--- config.mk ---
export PLATFORM = sky130hd
export DESIGN_NAME = pe_ws_dbuf
export DESIGN_NICKNAME = d
export VERILOG_FILES = /design/src/rtl/pe_pkg.sv /design/src/rtl/pe_mac.sv /design/src/rtl/pe_ws_dbuf.sv
export SDC_FILE = /design/constraint.sdc
export NUM_CORES = 1
export LEC_CHECK = 0
export CAP_MARGIN = 10
export CORE_MARGIN = 2
export CORE_UTILIZATION = 50
export DETAILED_ROUTE_END_ITERATION = 10
export DONT_BUFFER_PORTS = 1
export HOLD_SLACK_MARGIN = 0.02
export SYNTH_ARGS = -nofsm -noshare
export SYNTH_HDL_FRONTEND = slang
export SYNTH_SLANG_ARGS = --single-unit
--- constraint.sdc ---
create_clock -name clk -period 18.2 [get_ports clk]
set_input_delay 3.64 -clock clk [delete_from_list [all_inputs] [get_ports clk]]
set_output_delay 3.64 -clock clk [all_outputs]
set_load 0.02 [all_outputs]
--- src/rtl/pe_pkg.sv ---
// Shared control encodings and default widths for the weight-stationary PE.
package pe_pkg;

  localparam logic [1:0] CTRL_IDLE    = 2'b00;
  localparam logic [1:0] CTRL_COMPUTE = 2'b01;
  localparam logic [1:0] CTRL_SWAP    = 2'b10;
  localparam logic [1:0] CTRL_CLEAR   = 2'b11;

  localparam int PE_WORD_WIDTH = 8;
  localparam int PE_ACC_WIDTH  = 32;

endpackage

--- src/rtl/pe_mac.sv ---
// Combinational multiply-accumulate for pe_ws_dbuf. Wraps modulo 2^ACC_WIDTH by
// default; with PE_WS_SATURATE_EN defined it clamps and flags overflow.
module pe_mac
  import pe_pkg::*;
#(
  parameter int WORD_WIDTH = PE_WORD_WIDTH,
  parameter int ACC_WIDTH  = PE_ACC_WIDTH,
  parameter int SIGNED     = 1
) (
  input  logic [WORD_WIDTH-1:0] w,
  input  logic [WORD_WIDTH-1:0] a,
  input  logic [ACC_WIDTH-1:0]  ps,
  output logic [ACC_WIDTH-1:0]  sum,
  output logic                  ovf
);

  localparam int PW = 2 * WORD_WIDTH;
  localparam bit SX = (SIGNED != 0);

  logic signed [PW-1:0]        w_x;
  logic signed [PW-1:0]        a_x;
  logic signed [PW-1:0]        prod;
  logic signed [ACC_WIDTH-1:0] prod_x;

  // Operands widened to the product width so the low PW bits are exact for
  // both signed and unsigned operation.
  always_comb begin
    w_x    = {{WORD_WIDTH{SX & w[WORD_WIDTH-1]}}, w};
    a_x    = {{WORD_WIDTH{SX & a[WORD_WIDTH-1]}}, a};
    prod   = w_x * a_x;
    prod_x = {{(ACC_WIDTH-PW){SX & prod[PW-1]}}, prod};
  end

`ifdef PE_WS_SATURATE_EN
  logic [ACC_WIDTH:0] raw;
  logic               ovf_det;

  function automatic logic [ACC_WIDTH-1:0] sat_limit(input logic neg);
    if (!SX) return '1;
    return neg ? {1'b1, {(ACC_WIDTH-1){1'b0}}} : {1'b0, {(ACC_WIDTH-1){1'b1}}};
  endfunction

  always_comb begin
    raw = {1'b0, ps} + {1'b0, prod_x};
    if (SX) ovf_det = (ps[ACC_WIDTH-1] == prod_x[ACC_WIDTH-1]) &&
                      (raw[ACC_WIDTH-1] != ps[ACC_WIDTH-1]);
    else    ovf_det = raw[ACC_WIDTH];
    sum = ovf_det ? sat_limit(ps[ACC_WIDTH-1]) : raw[ACC_WIDTH-1:0];
    ovf = ovf_det;
  end
`else
  always_comb begin
    sum = ps + prod_x;
    ovf = 1'b0;
  end
`endif

endmodule

--- src/rtl/pe_ws_dbuf.sv ---
// Weight-stationary systolic PE with double-buffered (active/shadow) weight.
// Optional saturating accumulate and sticky overflow via PE_WS_SATURATE_EN.
module pe_ws_dbuf
  import pe_pkg::*;
#(
  parameter int WORD_WIDTH = PE_WORD_WIDTH,
  parameter int ACC_WIDTH  = PE_ACC_WIDTH,
  parameter int SIGNED     = 1
) (
  input  logic                  clk,
  input  logic                  reset_n,
  input  logic [1:0]            control_in,
  output logic [1:0]            control_out,
  input  logic [WORD_WIDTH-1:0] a_in,
  input  logic                  a_valid_in,
  output logic [WORD_WIDTH-1:0] a_out,
  output logic                  a_valid_out,
  input  logic [WORD_WIDTH-1:0] w_in,
  input  logic                  w_load_in,
  output logic [WORD_WIDTH-1:0] w_out,
  output logic                  w_load_out,
  input  logic [ACC_WIDTH-1:0]  ps_in,
  input  logic                  ps_valid_in,
  output logic [ACC_WIDTH-1:0]  ps_out,
  output logic                  ps_valid_out,
  output logic                  shadow_valid,
  output logic                  ovf_out
);

  logic [WORD_WIDTH-1:0] active_w;
  logic [WORD_WIDTH-1:0] shadow_w;
  logic                  shadow_vld;
  logic [WORD_WIDTH-1:0] a_p1;
  logic [ACC_WIDTH-1:0]  ps_p1;
  logic                  a_vld_p1;
  logic                  ps_vld_p1;
  logic [1:0]            ctrl_p1;
  logic                  w_load_p1;
  logic                  ovf_p1;
  logic [ACC_WIDTH-1:0]  mac_sum;
  logic                  mac_ovf;

  pe_mac #(
    .WORD_WIDTH(WORD_WIDTH),
    .ACC_WIDTH (ACC_WIDTH),
    .SIGNED    (SIGNED)
  ) u_mac (
    .w  (active_w),
    .a  (a_in),
    .ps (ps_in),
    .sum(mac_sum),
    .ovf(mac_ovf)
  );

  // Stage p0 -> p1: every output of the PE is a register.
  always_ff @(posedge clk or negedge reset_n) begin
    if (!reset_n) begin
      active_w   <= '0;
      shadow_w   <= '0;
      shadow_vld <= 1'b0;
      a_p1       <= '0;
      ps_p1      <= '0;
      a_vld_p1   <= 1'b0;
      ps_vld_p1  <= 1'b0;
      ctrl_p1    <= CTRL_IDLE;
      w_load_p1  <= 1'b0;
      ovf_p1     <= 1'b0;
    end else begin
      ctrl_p1   <= control_in;
      w_load_p1 <= w_load_in;
      if (w_load_in) begin
        shadow_w   <= w_in;
        shadow_vld <= 1'b1;
      end
      case (control_in)
        CTRL_COMPUTE: begin
          a_vld_p1  <= a_valid_in;
          ps_vld_p1 <= a_valid_in & ps_valid_in;
          if (a_valid_in) begin
            a_p1   <= a_in;
            ps_p1  <= mac_sum;
            ovf_p1 <= ovf_p1 | mac_ovf;
          end
        end
        CTRL_SWAP: begin
          a_vld_p1  <= 1'b0;
          ps_vld_p1 <= 1'b0;
          if (shadow_vld) active_w <= shadow_w;
          // A load in the same cycle refills the shadow, so it stays pending.
          shadow_vld <= w_load_in;
        end
        CTRL_CLEAR: begin
          active_w  <= '0;
          a_p1      <= '0;
          ps_p1     <= '0;
          a_vld_p1  <= 1'b0;
          ps_vld_p1 <= 1'b0;
          ovf_p1    <= 1'b0;
          if (!w_load_in) begin
            shadow_w   <= '0;
            shadow_vld <= 1'b0;
          end
        end
        default: begin
          a_vld_p1  <= 1'b0;
          ps_vld_p1 <= 1'b0;
        end
      endcase
    end
  end

  assign control_out  = ctrl_p1;
  assign a_out        = a_p1;
  assign a_valid_out  = a_vld_p1;
  assign w_out        = shadow_w;
  assign w_load_out   = w_load_p1;
  assign ps_out       = ps_p1;
  assign ps_valid_out = ps_vld_p1;
  assign shadow_valid = shadow_vld;
  assign ovf_out      = ovf_p1;

endmodule

* Word level (Yosys, flattened, before mapping)
Cells that the tools add are included.
** Cells by class
- Reductions and logical operators :: 4
- Multipliers :: 1
- Div/mod/pow operators :: 0
- Multiplexer cells :: 14
- Order comparisons :: 0
- Shift operators :: 0
- Equal/unequal tests :: 5
- $add $sub $neg :: 1
- Bitwise logic cells :: 1
** Operator list (number)
- case mux 32 bit (2 select lines) :: 1
- 2-to-1 mux 8 bit :: 5
- adder 32 bit :: 1
- 2-to-1 mux 32 bit :: 1
- case mux 8 bit (2 select lines) :: 2
- multiplier 8 x 8 -> 16 bit :: 1
- equality test 2 bit (second input constant) :: 2
- 2-to-1 mux 1 bit :: 4
- != test 2 bit (second input constant) :: 2
- AND reduction 2 bit :: 2
- nonzero test 2 bit :: 2
- equality test 2 x 1 -> 1 bit (second input constant) :: 1
- case mux 1 bit (2 select lines) :: 1
- AND 1 bit :: 1
** Storage, ports and cells
- ROM bits :: 0
- RAM bits :: 0
- Logic and storage cells :: 35
- Bits in latches :: 0
- Flip-flop bits (word level) :: 62
- Output and inout bits :: 55
- Memories :: 0
- Input bits :: 55

* Logic depth before layout (Yosys ltp)
- Depth after elaboration :: 4
- Gate-level depth with buffers :: 30
- Depth with buffers taken out :: 29

* Hierarchy
From an unflattened synthesis, not the netlist that was laid out.
** Second synthesis, totals
- Cell total of the unflattened synthesis :: 816
- Area, all modules :: 7537.2 µm²
** By module, submodules not included
- pe_mac :: sequential area each 0.0 µm², cells an instance 505, instances 1, area each 4217.8 µm²
- pe_ws_dbuf :: sequential area each 1576.5 µm², cells an instance 311, instances 1, area each 3319.4 µm²

* Least setup slack after synthesis
OpenSTA, ideal clock, no wires.
- Path kind :: input port to flip-flop
- Start point :: input a_in[4]
- End point :: register ps_p1[31], in the netlist ps_out[31]
- Buffers on the path :: 1
- Setup time :: 130 ps
- Arrival :: 9994 ps
- Stages on the path :: 27
- Required time :: 18070 ps
- Slack :: 8076 ps
- Cells stage by stage :: and2_1 -> fa_1 -> inv_1 -> fa_1 -> inv_1 -> fa_1 -> inv_1 -> fa_1 -> inv_1 -> ha_1 -> o21ai_0 -> nor2_1 -> or4_1 -> nand4_1 -> a31oi_1 -> xnor2_1 -> ha_1 -> clkbuf_1 -> nand2_1 -> nand2_1 -> a21o_1 -> a221o_1 -> a41o_1 -> a311oi_1 -> o21bai_1 -> xnor2_1 -> o21ai_1
** Between the ends
- Cells in the longest elaborated chain, start to end :: 4
** Ends and longest elaborated chain
- from (decl) :: RTL line pe_ws_dbuf.sv:14 : input logic [WORD_WIDTH-1:0] a_in,
- multiplier 8 x 8 -> 16 bit :: RTL line pe_mac.sv:30 : prod = w_x * a_x;
- adder 32 bit :: RTL line pe_mac.sv:53 : sum = ps + prod_x;
- 2-to-1 mux 32 bit :: RTL line pe_ws_dbuf.sv:79 : if (a_valid_in) begin
- case mux 32 bit (2 select lines) :: RTL line pe_ws_dbuf.sv:75 : case (control_in)
- to (signal assigned) :: RTL line pe_ws_dbuf.sv:81 : ps_p1 <= mac_sum;
- to (decl) :: RTL line pe_ws_dbuf.sv:34 : logic [ACC_WIDTH-1:0] ps_p1;
No other way between the ends. The select of a mux whose other input is x is not followed.
A chain may end at the register's enable or synchronous reset.

* Final worst setup path
Same ends and word-level chain as after synthesis.

==> results.json <==
{
  "worst-setup-path-type": "input port to register",
  "power_frac_seq_pct": 19.2,
  "yosys-top-cells-area": "dfrtp_1 (25%), fa_1 (18%), ha_1 (12%), inv_1 (6.1%), and2_1 (4.6%)",
  "synthTopCellsByCount": "inv_1 (103), nand2_1 (70), dfrtp_1 (62), ha_1 (62), fa_1 (56)",
  "slowest_delay_ps": 840,
  "antenna_found_initial": 0,
  "drt_iter0_drc": 183,
  "syn_nets": 856,
  "timing.final.crit_share_pct": 54.7,
  "status": "finished, final reports clean",
  "postCtsHoldBufs": 0,
  "grt_setup_unrepaired": "false",
  "gp_congestion": 0.859,
  "slowest_stage": "xnor2_2",
  "portBuffers": 0,
  "dieArea_um2": 13600,
  "worst_setup_path_start_kind": "input port",
  "slew_viol_final": 0,
  "via_per_inst": 5.40,
  "grt_pass1_wl_mm": 23.9,
  "clk_pin_slew_ps": 60,
  "max_cap_viol_count": 0,
  "intPower_w": 0.000628,
  "core_um2": 12500,
  "synth_cell_types": 59,
  "post_cts_resized": 0,
  "rows": 41,
  "hold_path.class": "register to register",
  "clkPwrFrac_pct": 13.3,
  "grtUsageTotal_pct": 23.0,
  "crit_arrival_ps": 10170,
  "routed_wl_mm": 14.6,
  "combinationalPowerShare_pct": 67.5,
  "yosysWarnings": 0,
  "synth_top_area_share_pct": 24.5,
  "cts_sinks": 62,
  "place_inst": 842,
  "clock_latency_ps": 340,
  "initial_core_util_pct": 50.7,
  "die_width_um": 116,
  "synthMostInstantiatedCell": "inv_1",
  "syn_area_per_cell_um2": 9.26,
  "yosysTopAreaCell": "dfrtp_1",
  "required_ps": 18420,
  "netSwitchingPower_w": 0.000603,
  "cts_buffers": 9,
  "slew_headroom_pct": 28.3,
  "period_needed_ps": 9950,
  "synth-edff-count": 0,
  "area_growth_pct": 7.48,
  "cp_max_fo": 19,
  "root_buffer": "clkbuf_16",
  "crit_path_end_kind": "register",
  "cts_htree_levels": 3,
  "finalHoldViolations": 0,
  "synth_flop_cell": "dfrtp_1",
  "netlist_area_um2": 6320,
  "num_io_pins": 110,
  "drive_above_1_share_pct": 5.10,
  "max_freq_ghz": 0.100,
  "power.density_nw_per_um2": 181,
  "cts_setup_buffers": 0,
  "grt_overflow": 0,
  "post_drt_wl_per_cell_um": 17.0,
  "netSwitchingFraction_pct": 49.0,
  "ant_nets": 0,
  "grt_max_degree": 63,
  "num_vias": 4631,
  "synth_seq_cells": 62,
  "async_reset_ff_share_pct": 100,
  "grt_pass1_vias": 4732,
  "nets": 854,
  "die_h_um": 116,
  "syn_inst": 683,
  "dr.pass1.iters": 4,
  "clock_skew_ps": 6.59,
  "hpwl_mm": 11.6,
  "cts_max_path_buffers": 2,
  "finalSetupViolCount": 0,
  "n_fill_cell": 1142,
  "cts_tree": "done",
  "tightest_slew_ps": 1070,
  "irDropWorstVdd_v": 0.000164,
  "p_leak_nw": 3.36,
  "fin_cells": 858,
  "drc_errors": 0,
  "diodes": 0,
  "tns_ps": 0,
  "yosysSeqAreaShare_pct": 24.5
}
-- sequential cells by signal, summed over array words and instances, names as in the netlist --
| signal | cells |
|---|---|
| ps_out | 32 |
| a_out | 8 |
| active_w | 8 |
| w_out | 8 |
| control_out | 2 |
| a_valid_out | 1 |
| ps_valid_out | 1 |
| shadow_valid | 1 |
| w_load_out | 1 |
-- power by group through the flow --
stage	clock [W]	sequential, W	combinational, W
floorplan	0	0.000228	0.000679
global placement	0	0.000239	0.000814
detailed placement	0	0.000239	0.000832
CTS	0.000168	0.000237	0.000836
global route	0.000175	0.000241	0.000931
finish	0.000164	0.000236	0.000830
-- final timing paths --
kind | startpoint | to | slack (ps) | cells after the start
worst max-delay path | a_in[4] | ps_out[31] | 8250 | 26
worst min-delay path | ps_out[8] | ps_out[8] | 620 | 2
min in group asynchronous | reset_n | ps_out[27] | 2990 | 0
worst min register to register | ps_out[8] | ps_out[8] | 620 | 2
max in group asynchronous | reset_n | w_out[1] | 15080 | 0
worst max register to register | active_w[3] | ps_out[31] | 10960 | 26
-- per-stage QoR --
stage | setup WS (ps) | hold slack, ps | util (%) | power, W | cell area, µm²
final | 8250 | 619 | 54.5 | 0.00123 | 6800
after global routing | 7870 | 657 | 54.5 | 0.00135 | 6800
after CTS | 8230 | 627 | 54.5 | 0.00124 | 6800
after detailed placement | 7870 | 614 | 52.2 | 0.00107 | 6510
after global placement | 8030 | 608 | 52.2 | 0.00105 | 6510
after floorplan | 8080 | 550 | - | 0.000907 | 6320
-- critical path: cells and delay by family --
kind | cells | cell delay, ps
xor gates and xnor gates | 2 | 990
adders and majority gates | 6 | 2870
buffers and inverters | 4 | 210
AOI/OAI and AO/OA | 8 | 1440
and+or+nand+nor | 6 | 1010
-- cells in the final DEF, fill, tap and decap left out, types with 18 or more instances in the layout --
cell	n
o21ai_0	43
and2_1	46
ha_1	62
inv_1	103
a21oi_1	31
fa_1	56
nor2_1	18
nand2_1	70
xnor2_1	29
a21o_1	21
dfrtp_1	62
-- kinds of logic after synthesis --
group	Yosys count	share of synthesized area [%]
other	1	0.0593
buffers and inverters	118	7.08
DFF	62	24.5
and+or+nand+nor	172	13.5
muxes	2	0.336
adders and majority gates	118	30.0
AOI/OAI and AO/OA	167	18.5
xor gates and xnor gates	43	5.96
-- cell type report --
class                      count  area [µm²]  share of cell area [%]
multi-input combinational    503        4340                    63.9
sequential                    62        1550                    22.8
inverter                     103         387                    5.69
clock buffer                  10         239                    3.52
tap                          172         215                    3.17
clock inverter                 6        46.3                   0.681
timing repair buffer           2        15.0                   0.221
-- per-layer routing --
| metal | track usage [%] | part of all wire [%] |
|---|---|---|
| met5 | 0 | 0 |
| met4 | 3.73 | 0.68 |
| met3 | 7.42 | 6.2 |
| met2 | 38.0 | 49 |
| met1 | 30.3 | 44 |
Power figures use the tool's default switching activity.
